File: src/rtl/traffic_light_controller_param.sv
// Two-approach NS/EW intersection controller with all-red clearance and night flash.
// Optional pedestrian walk phase is built only when PED_WALK_EN is defined.
module traffic_light_controller_param #(
  parameter int TW       = 4,
  parameter int GREEN_T  = 5,
  parameter int YELLOW_T = 2,
  parameter int ALLRED_T = 1,
  parameter int FLASH_T  = 3,
  parameter int WALK_T   = 4
) (
  input  logic          clk,
  input  logic          reset,
  input  logic          ew_car,
  input  logic          flash,
`ifdef PED_WALK_EN
  input  logic          ped_req,
  output logic          walk,
`endif
  output logic          ns_red,
  output logic          ns_yellow,
  output logic          ns_green,
  output logic          ew_red,
  output logic          ew_yellow,
  output logic          ew_green,
  output logic [2:0]    phase,
  output logic [TW-1:0] timer
);

  typedef enum logic [2:0] {
    NS_GREEN  = 3'd0,
    NS_YELLOW = 3'd1,
    ALL_RED_1 = 3'd2,
    EW_GREEN  = 3'd3,
    EW_YELLOW = 3'd4,
    ALL_RED_2 = 3'd5,
    FLASH     = 3'd6,
    PED_WALK  = 3'd7
  } state_e;

  localparam logic [TW-1:0] GRN_L = TW'(GREEN_T - 1);
  localparam logic [TW-1:0] YEL_L = TW'(YELLOW_T - 1);
  localparam logic [TW-1:0] AR_L  = TW'(ALLRED_T - 1);
  localparam logic [TW-1:0] FL_L  = TW'(FLASH_T - 1);

  state_e        state_q, state_d;
  logic [TW-1:0] timer_q, timer_d;
  logic          blink_q, blink_d;

`ifdef PED_WALK_EN
  localparam logic [TW-1:0] WLK_L = TW'(WALK_T - 1);
  logic ped_q, ped_d;
`endif

  always_ff @(posedge clk) begin
    if (reset) begin
      state_q <= ALL_RED_2;
      timer_q <= '0;
      blink_q <= 1'b1;
`ifdef PED_WALK_EN
      ped_q   <= 1'b0;
`endif
    end else begin
      state_q <= state_d;
      timer_q <= timer_d;
      blink_q <= blink_d;
`ifdef PED_WALK_EN
      ped_q   <= ped_d;
`endif
    end
  end

  always_comb begin
    state_d = state_q;
    timer_d = timer_q + TW'(1);
    blink_d = blink_q;
`ifdef PED_WALK_EN
    ped_d   = ped_q | ped_req;
`endif
    if (flash && state_q != FLASH) begin
      state_d = FLASH;
      timer_d = '0;
      blink_d = 1'b1;
`ifdef PED_WALK_EN
      ped_d   = 1'b0;
`endif
    end else begin
      case (state_q)
        NS_GREEN: begin
          // Green rests here, pinned at its minimum, until EW demand shows up
          if (timer_q >= GRN_L) begin
            if (ew_car) begin
              state_d = NS_YELLOW;
              timer_d = '0;
            end else begin
              timer_d = GRN_L;
            end
          end
        end
        NS_YELLOW: begin
          if (timer_q == YEL_L) begin
            state_d = ALL_RED_1;
            timer_d = '0;
          end
        end
        ALL_RED_1: begin
          if (timer_q == AR_L) begin
            state_d = EW_GREEN;
            timer_d = '0;
          end
        end
        EW_GREEN: begin
          if (timer_q == GRN_L) begin
            state_d = EW_YELLOW;
            timer_d = '0;
          end
        end
        EW_YELLOW: begin
          if (timer_q == YEL_L) begin
            state_d = ALL_RED_2;
            timer_d = '0;
          end
        end
        ALL_RED_2: begin
          if (timer_q == AR_L) begin
            state_d = NS_GREEN;
            timer_d = '0;
`ifdef PED_WALK_EN
            if (ped_q || ped_req) begin
              state_d = PED_WALK;
              ped_d   = 1'b0;
            end
`endif
          end
        end
        FLASH: begin
          if (!flash) begin
            state_d = ALL_RED_2;
            timer_d = '0;
          end else if (timer_q == FL_L) begin
            timer_d = '0;
            blink_d = ~blink_q;
          end
        end
`ifdef PED_WALK_EN
        PED_WALK: begin
          if (timer_q == WLK_L) begin
            state_d = NS_GREEN;
            timer_d = '0;
          end
        end
`endif
        default: begin
          state_d = ALL_RED_2;
          timer_d = '0;
        end
      endcase
    end
  end

  always_comb begin
    ns_red    = 1'b0;
    ns_yellow = 1'b0;
    ns_green  = 1'b0;
    ew_red    = 1'b0;
    ew_yellow = 1'b0;
    ew_green  = 1'b0;
`ifdef PED_WALK_EN
    walk      = 1'b0;
`endif
    case (state_q)
      NS_GREEN: begin
        ns_green = 1'b1;
        ew_red   = 1'b1;
      end
      NS_YELLOW: begin
        ns_yellow = 1'b1;
        ew_red    = 1'b1;
      end
      EW_GREEN: begin
        ns_red   = 1'b1;
        ew_green = 1'b1;
      end
      EW_YELLOW: begin
        ns_red    = 1'b1;
        ew_yellow = 1'b1;
      end
      FLASH: begin
        ns_yellow = blink_q;
        ew_red    = blink_q;
      end
`ifdef PED_WALK_EN
      PED_WALK: begin
        ns_red = 1'b1;
        ew_red = 1'b1;
        walk   = 1'b1;
      end
`endif
      default: begin
        ns_red = 1'b1;
        ew_red = 1'b1;
      end
    endcase
  end

  assign phase = state_q;
  assign timer = timer_q;

endmodule

File: config.mk
export PLATFORM = sky130hd
export DESIGN_NAME = traffic_light_controller_param
export DESIGN_NICKNAME = d
export VERILOG_FILES = /design/src/rtl/traffic_light_controller_param.sv
export SDC_FILE = /design/constraint.sdc
export NUM_CORES = 1
export LEC_CHECK = 0
export ABC_AREA = 1
export CAP_MARGIN = 30
export CORE_MARGIN = 1
export CORE_UTILIZATION = 45
export CTS_CLUSTER_DIAMETER = 200
export DETAILED_ROUTE_END_ITERATION = 6
export PLACE_DENSITY = 0.85
export RECOVER_POWER = 50
export SLEW_MARGIN = 0
export SYNTH_ARGS = -nofsm -noshare
export SYNTH_HDL_FRONTEND = slang
export SYNTH_SLANG_ARGS = --single-unit
export TNS_END_PERCENT = 1
File: constraint.sdc
create_clock -name clk -period 2.1 [get_ports clk]
set_clock_uncertainty 0.15 [all_clocks]
set_input_delay 0.42 -clock clk [delete_from_list [all_inputs] [get_ports clk]]
set_output_delay 0.42 -clock clk [all_outputs]
set_load 0.01 [all_outputs]
==> flow_metrics.tcl, run 1 <==
set metrics [dict create \
    critical_path_arrival_ns 1.45 \
    place_area_um2 827 \
    fin_crit_sh 0.962 \
    fmax_mhz 495 \
    htreeDepth 1 \
    setup_viol 0 \
    synth-seq-area-share 0.244 \
    grtUsageTotal 0.233 \
    hp-class "reg -> reg" \
    wl_met2_um 756 \
    drtIter0Drc 15 \
    die_h_um 40.2 \
    worst_path_largest_cell_delay_ns 0.55 \
    grt_pass1_wl_um 2440 \
    crit-reg2reg-launch "timer[0]$_SDFF_PP0_" \
    finalHoldViolCount 0 \
    ys_ff_latch 8 \
    drive_gt1_frac 0.220 \
    start_util 0.492 \
    wirelength_um 1600 \
    drtPass1Iterations 4 \
    holdPathStages 2 \
    max-vdd-ir-drop_mv 0.413 \
    drv_cap 0 \
    io_pins 17 \
    rows 13 \
    r2r_end "phase[1]$_SDFFE_PP0P_" \
    clockBufferDepth 2 \
    root_buffer "clkbuf_4" \
    synth-xor-area-share 0.0267 \
    synth_top_family_by_area "simple AND/OR/NAND/NOR gates" \
    place_congestion 0.771 \
    tightestPinTransition_ns 0.482 \
    grt_pass1_vias 620 \
    synth.area.mux_share 0 \
    crit_slowest_cell "clkdlybuf4s50_1" \
    wl_per_cell_um 12.1 \
    netlist_instances 100 \
    overflow 0 \
    num_antenna_cells 0 \
    synthSimpleGateAreaFrac 0.427 \
    cts.sinks 8 \
    finalWorstSetupSlack_ns 0.0808 \
    crit_path_end_kind "primary output" \
    cts_tree "built" \
    p_leak_nw 0.456 \
    worst-path-max-fanout 9 \
    critPathTopFamily "buffers and inverters" \
    relSlewSlack 0.678 \
    hold_end "blink_q$_SDFFE_PP1P_" \
    syn-mean-instance-area_um2 6.56 \
    yosysUniqueCellTypes 21 \
    vias 706 \
    dr_wl_met3_um 70 \
    yosys_warnings 0 \
    final_max_slew_viol_count 0 \
    critPathBufInv 2 \
    syn_to_final_growth_pct 29.0 \
    power_density_mw_per_mm2 628 \
    dieArea_mm2 0.00161 \
    startpoint_type "flip-flop" \
    grt_max_degree 10 \
    topRoutingLayerUsed "met4" \
    outcome "finished clean" \
    crit_chain "inv_2 -> nor2_2 -> clkdlybuf4s50_1" \
    dp_hpwl_um 1220 \
    drt-met1-wl_um 719 \
    pre_cts_slack_ns 0.125 \
    hold_path.startpoint "blink_q$_SDFFE_PP1P_" \
    tns_ns 0 \
    viasPerCell 5.31 \
    antenna_found_initial 0 \
    synthAdderAreaFrac 0.0763 \
    fin_nets 128 \
    worst-r2r-cell-count 10 \
    rrSetupSlack_ns 0.20 \
    synth_compound_area_frac 0.116 \
    antenna_left 0 \
    drc 0 \
    required_ns 1.53 \
    cts_buffers 3 \
    synth_area_um2 656 \
    io_buffer_count 16 \
    critical_path_class "reg -> out" \
    syn-num-nets 108 \
    fin_area_um2 846 \
    die_width_um 40.2 \
    clock_latency_ns 0.26 \
    fin_crit_ns 2.02 \
    cts_hold_buffers 0 \
    rsz0062_at_grt "no" \
    core-area_mm2 0.00133 \
    clk_pin_slew_ns 0.06 \
]
where the power goes:
part / internal (mW) / total (mW) / switching (mW)
Combinational: 0.0893 / 0.214 / 0.124
Sequential: 0.166 / 0.191 / 0.0254
Clock: 0.0659 / 0.126 / 0.0603
Total: 0.321 / 0.531 / 0.210
layer usage:
metal,vias to the layer above,track usage
li1,354,-
met1,326,0.282
met2,19,0.371
met3,7,0.0444
met4,0,0.150
met5,-,0
per-stage QoR:
stage	hold WS, ns	total power [mW]	util	std cells
global route	0.433	0.565	0.634	133
global placement	0.363	0.410	0.620	130
finish	0.378	0.531	0.634	133
floorplan	0.334	0.334	-	100
CTS	0.388	0.549	0.643	133
detailed placement	0.374	0.417	0.620	130
worst max-delay path by stage:
stage / startpoint / to / slack [ns] / cells past startpoint
3_5_place_dp: phase[1]$_SDFFE_PP0P_ / ew_red / 0.12 / 4
5_1_grt: phase[0]$_SDFFE_PP1P_ / ew_yellow / 0.009 / 4
2_1_floorplan: flip-flop / ew_red / 0.59 / 3
4_1_cts: phase[0]$_SDFFE_PP1P_ / ns_yellow / 0.01 / 4
6_report: flip-flop / ew_yellow / 0.08 / 3
3_3_place_gp: flip-flop / ns_red / 0.17 / 5
worst min-delay path, cell delays in order (launching register included):
cell	delay, ns
dfxtp_1	0.30
inv_1	0.09
o21ai_0	0.09
layout by cell type, fill, tap and decap left out:
| cell | synthesis | final |
|---|---|---|
| o21ai_0 | 8 | 8 |
| inv_1 | 12 | 12 |
| nor3_2 | 1 | 1 |
| dfxtp_4 | 0 | 3 |
| ha_1 | 4 | 4 |
| a21oi_1 | 3 | 3 |
| o21a_1 | 1 | 1 |
| nand4_1 | 2 | 2 |
| dfxtp_1 | 8 | 5 |
| clkdlybuf4s50_1 | 0 | 12 |
| nand3_1 | 5 | 5 |
| nand3b_1 | 1 | 1 |
| nand2_2 | 10 | 9 |
| nand2_1 | 23 | 24 |
| nor2_1 | 5 | 7 |
| dlymetal6s2s_1 | 0 | 2 |
| nor2_2 | 4 | 3 |
| clkbuf_4 | 0 | 3 |
| dlygate4sd2_1 | 0 | 1 |
| buf_1 | 0 | 1 |
| o211ai_1 | 1 | 1 |
| o22ai_1 | 1 | 1 |
| nor2_4 | 2 | 1 |
| xor2_1 | 2 | 2 |
| inv_2 | 5 | 5 |
| nand3_2 | 1 | 1 |
synthesized netlist by cell type (all sizes together):
cell / count / share of area
a21oi: 3 / 0.023
buf: 1 / 0.011
dfxtp: 8 / 0.24
ha: 4 / 0.076
inv: 17 / 0.097
nand2: 33 / 0.23
nand3: 6 / 0.053
nand3b: 1 / 0.011
nand4: 2 / 0.019
nor2: 11 / 0.10
nor3: 1 / 0.015
o211ai: 1 / 0.011
o21a: 1 / 0.011
o21ai: 8 / 0.061
o22ai: 1 / 0.0095
xor2: 2 / 0.027
cell type report:
type	count	area, um^2
fill	124	488
multi-input combinational	74	412
sequential	8	171
timing repair buffer	16	158
inverter	17	63.8
clock buffer	3	22.5
tap	15	18.8
cells by family after synthesis:
group | Yosys count
DFF | 8
adders and majority gates | 4
and+or+nand+nor | 54
xor gates and xnor gates | 2
buffers and inverters | 18
AOI/OAI and AO/OA | 14
repair_timing:
item / 4_1_cts / 5_1_grt
gates cloned: 0 / 0
resized for setup: 6 / 4
setup buffers: 0 / 0
endpoints found under the setup margin: 6 / 4
No activity file was read; power rests on OpenSTA's default activity.
==> run 2: changes to the inputs <==
- CORE_MARGIN: 1 -> 3
- SLEW_MARGIN: 0 -> default
==> flow_metrics.tcl, run 2 (synthesis gave the netlist of run 1 again) <==
set metrics [dict create \
    fin_nets 129 \
    viasPerCell 5.15 \
    clockBufferDepth 2 \
    core-area_mm2 0.00133 \
    critical_path_arrival_ns 1.48 \
    drtPass1Iterations 4 \
    relSlewSlack 0.709 \
    drv_cap 0 \
    root_buffer "clkbuf_4" \
    cts_tree "built" \
    worst-path-max-fanout 7 \
    fmax_mhz 489 \
    hold_path.startpoint "blink_q$_SDFFE_PP1P_" \
    power_density_mw_per_mm2 630 \
    clock_latency_ns 0.26 \
    cp-startpoint "phase[1]$_SDFFE_PP0P_" \
    hp-class "reg -> reg" \
    tightestPinTransition_ns 0.432 \
    io_buffer_count 16 \
    fin_crit_ns 2.05 \
    grtUsageTotal 0.186 \
    p_leak_nw 0.444 \
    final_common_cell "nand2_1" \
    syn_to_final_growth_pct 29.2 \
    overflow 0 \
    antenna_found_initial 0 \
    num_antenna_cells 0 \
    setup_viol 0 \
    final_cells 134 \
    final_cell_mix "24 x nand2_1, 14 x clkdlybuf4s50_1, 13 x inv_1" \
    grt_pass1_vias 636 \
    hold_slack_ns 0.386 \
    critical_path_class "reg -> out" \
    antenna_left 0 \
    die_h_um 44.2 \
    wirelength_um 1560 \
    startpoint_type "flip-flop" \
    grt_pass1_wl_um 2710 \
    finalHoldViolCount 0 \
    finalCoreUtilization 0.635 \
    multi_input_area_um2 412 \
    clk_pin_slew_ns 0.06 \
    die_width_um 44.2 \
    required_ns 1.53 \
    rsz0062_at_grt "yes" \
    crit-reg2reg-launch "timer[0]$_SDFF_PP0_" \
    final_max_slew_viol_count 0 \
    placed_cells 131 \
    vias 690 \
    fin_crit_sh 0.974 \
    cts_buffers 3 \
    dieArea_mm2 0.00195 \
    finalWorstSetupSlack_ns 0.0547 \
    dp_hpwl_um 1220 \
    crit_path_end_kind "primary output" \
    cts.sinks 8 \
    seq_area_um2 166 \
    htreeDepth 1 \
    outcome "finished clean" \
    io_pins 17 \
    drtIter0Drc 20 \
    start_util 0.492 \
    drive_gt1_frac 0.218 \
    max-vdd-ir-drop_mv 0.309 \
    rows 13 \
    wl_per_cell_um 11.6 \
    fillCellCount 123 \
    drc 0 \
    place_congestion 0.811 \
    pre_cts_slack_ns 0.187 \
    tns_ns 0 \
    grt_max_degree 8 \
]
## run 2: repair_timing
| action | 4_1_cts | 5_1_grt |
|---|---|---|
| resized for setup | 3 | 3 |
| pin swaps | 0 | 0 |
| hold buffers | 0 | 0 |
| setup buffers | 0 | 0 |
| endpoints found under the setup margin | 4 | 4 |
## run 2: critical path, stage by stage (launching register included)
cell and delay (ns):
dfxtp_2 0.36, nor2_1 0.15, nand2_1 0.09, inv_1 0.08
clkdlybuf4s50_1 0.53
## run 2: path summary, 6_finish.rpt
kind	end	slack [ns]	cells after the start
worst min register to register	blink_q$_SDFFE_PP1P_	0.39	2
worst min-delay path	blink_q$_SDFFE_PP1P_	0.39	2
worst max register to register	timer[0]$_SDFF_PP0_	0.24	10
worst max-delay path	ns_green	0.05	4
## run 2: per-stage QoR
step	instance area, um^2	power [mW]
after floorplan	656	0.334
after global placement	835	0.417
after detailed placement	835	0.420
after CTS	861	0.548
after global routing	847	0.573
final	847	0.533
## run 2: area by class of cell
| class | instances | area share |
|---|---|---|
| multi-input combinational | 74 | 0.486 |
| sequential | 8 | 0.196 |
| timing repair buffer | 17 | 0.194 |
| inverter | 17 | 0.0753 |
| clock buffer | 3 | 0.0266 |
| tap | 15 | 0.0222 |
## run 2: where the power goes
part           internal, mW  total (mW)  switching, mW
Clock                0.0658       0.123         0.0574
Combinational        0.0950       0.223          0.128
Sequential            0.165       0.187         0.0215
## run 2: metal layers
metal / routed length [um] / vias up / part of all wire / GRT usage
met4: 17 / 0 / 0.011 / 0.0663
met1: 647 / 308 / 0.42 / 0.241
met2: 773 / 26 / 0.50 / 0.294
met5: 0 / - / 0 / 0
li1: - / 354 / - / -
met3: 118 / 2 / 0.076 / 0.0528
==> run 3: changes to the inputs <==
--- a/config.mk
+++ b/config.mk
@@ -10,7 +10,6 @@
 export CORE_MARGIN = 3
-export CORE_UTILIZATION = 45
+export CORE_UTILIZATION = 42
 export CTS_CLUSTER_DIAMETER = 200
 export DETAILED_ROUTE_END_ITERATION = 6
-export PLACE_DENSITY = 0.85
-export RECOVER_POWER = 50
+export PLACE_DENSITY = 0.83
 export SYNTH_ARGS = -nofsm -noshare
==> constraint.sdc (replaced) <==
create_clock -name clk -period 1.85 [get_ports clk]
set_clock_uncertainty 0.15 [all_clocks]
set_input_delay 0.2775 -clock clk [delete_from_list [all_inputs] [get_ports clk]]
set_output_delay 0.2775 -clock clk [all_outputs]
set_load 0.01 [all_outputs]
==> flow_metrics.tcl, run 3 (synthesis gave the netlist of run 1 again) <==
set metrics [dict create \
    outcome "finished clean" \
    tightestPinTransition_ns 0.346 \
    crit_path_end_kind "primary output" \
    place_area_um2 842 \
    cts_tree "built" \
    io_buffer_count 16 \
    wirelength_um 1490 \
    startpoint_type "flip-flop" \
    r2r_end "phase[1]$_SDFFE_PP0P_" \
    finalWorstSetupSlack_ns 0.109 \
    fin_crit_ns 1.74 \
    io_pins 17 \
    p_leak_nw 0.475 \
    syn_to_final_growth_pct 33.0 \
    drive_gt1_frac 0.258 \
    crit-reg2reg-launch "timer[0]$_SDFF_PP0_" \
    worst-path-max-fanout 8 \
    vias 672 \
    final_common_cell "nand2_1" \
    critical_path_class "reg -> out" \
    cts_setup_buffers 0 \
    die_width_um 45.5 \
    cts.sinks 8 \
    rsz0062_at_grt "no" \
    root_buffer "clkbuf_4" \
    clock_latency_ns 0.25 \
    drc 0 \
    power_density_mw_per_mm2 690 \
    total_power_mw 0.601 \
    fin_area_um2 872 \
    hp-class "reg -> reg" \
    die_h_um 45.5 \
    critical_path_arrival_ns 1.31 \
    drtIter0Drc 18 \
    dieArea_mm2 0.00207 \
    htreeDepth 1 \
    clockBufferDepth 2 \
    clk_pin_slew_ns 0.05 \
    tns_ns 0 \
    final_cell_mix "23 x nand2_1, 12 x inv_1, 10 x nand2_2, 10 x clkdlybuf4s50_1, 8 x o21ai_0" \
    hold_path.startpoint "blink_q$_SDFFE_PP1P_" \
    fmax_mhz 574 \
    holdPathStages 2 \
    pre_cts_slack_ns 0.0827 \
    drtPass1Iterations 4 \
    viasPerCell 4.98 \
    hold_slack_ns 0.405 \
    drv_cap 0 \
    grt_pass1_vias 661 \
    num_antenna_cells 0 \
    overflow 0 \
    grt_max_degree 9 \
    dp_hpwl_um 1240 \
    setup_viol 0 \
    relSlewSlack 0.767 \
    grt_pass1_wl_um 2640 \
    core-area_mm2 0.00138 \
    worst-r2r-cell-count 10 \
    start_util 0.474 \
    fin_nets 130 \
    wl_per_cell_um 11.0 \
    fin_crit_sh 0.941 \
    rrSetupSlack_ns 0.23 \
    finalHoldViolCount 0 \
    antenna_left 0 \
    final_max_slew_viol_count 0 \
    rows 13 \
    required_ns 1.42 \
    antenna_found_initial 0 \
    cts_buffers 3 \
    hold_end "blink_q$_SDFFE_PP1P_" \
    grtUsageTotal 0.179 \
    max-vdd-ir-drop_mv 0.459 \
    place_congestion 0.907 \
]
run 3: how the worst max path moves through the flow:
stage / slack, ns / cells after the start / start / to
2_1_floorplan: 0.34 / 10 / timer[0]$_SDFF_PP0_ / phase[1]$_SDFFE_PP0P_
3_3_place_gp: 0.07 / 5 / phase[0]$_SDFFE_PP1P_ / ew_red
3_5_place_dp: 0.08 / 4 / phase[1]$_SDFFE_PP0P_ / ew_red
4_1_cts: 0.003 / 4 / phase[1]$_SDFFE_PP0P_ / ew_yellow
5_1_grt: 0.07 / 2 / flip-flop / phase[2]
6_report: 0.11 / 2 / flip-flop / phase[2]
run 3: critical path, stage by stage (launching register included):
cell and delay, ns:
dfxtp_4 0.39, buf_4 0.14, clkdlybuf4s50_1 0.53
run 3: power breakdown:
group	total [mW]	switching [mW]	internal (mW)	leakage [nW]
logic	0.253	0.145	0.108	0.395
registers	0.214	0.0257	0.188	0.0662
clock network	0.134	0.0600	0.0743	0.0138
total	0.601	0.231	0.371	0.475
run 3: what timing repair did:
action / 4_1_cts / 5_1_grt
gates resized for setup: 11 / 1
setup endpoints to repair: 7 / 1
gates cloned: 0 / 0
hold buffers: 0 / 0
run 3: per-layer routing:
| layer | vias to the layer above | global-route usage | routed length, um | part of all wire |
|---|---|---|---|---|
| met4 | 0 | 0.0994 | 32 | 0.022 |
| met3 | 5 | 0.0395 | 35 | 0.024 |
| met5 | - | 0 | 0 | 0 |
| li1 | 359 | - | - | - |
| met2 | 10 | 0.267 | 681 | 0.46 |
| met1 | 298 | 0.235 | 738 | 0.50 |
run 3: cell type report:
type | instances | area [um^2]
clock buffers | 3 | 22.5
well taps | 15 | 18.8
repair buffers | 18 | 171
fillers | 121 | 510
multi-input cells | 74 | 424
inverters | 17 | 63.8
flip-flops and latches | 8 | 171
run 3: stage by stage:
step	instances	utilization
final	135	0.631
after global routing	135	0.631
after CTS	135	0.629
after global placement	132	0.609
after detailed placement	132	0.609
after floorplan	100	-
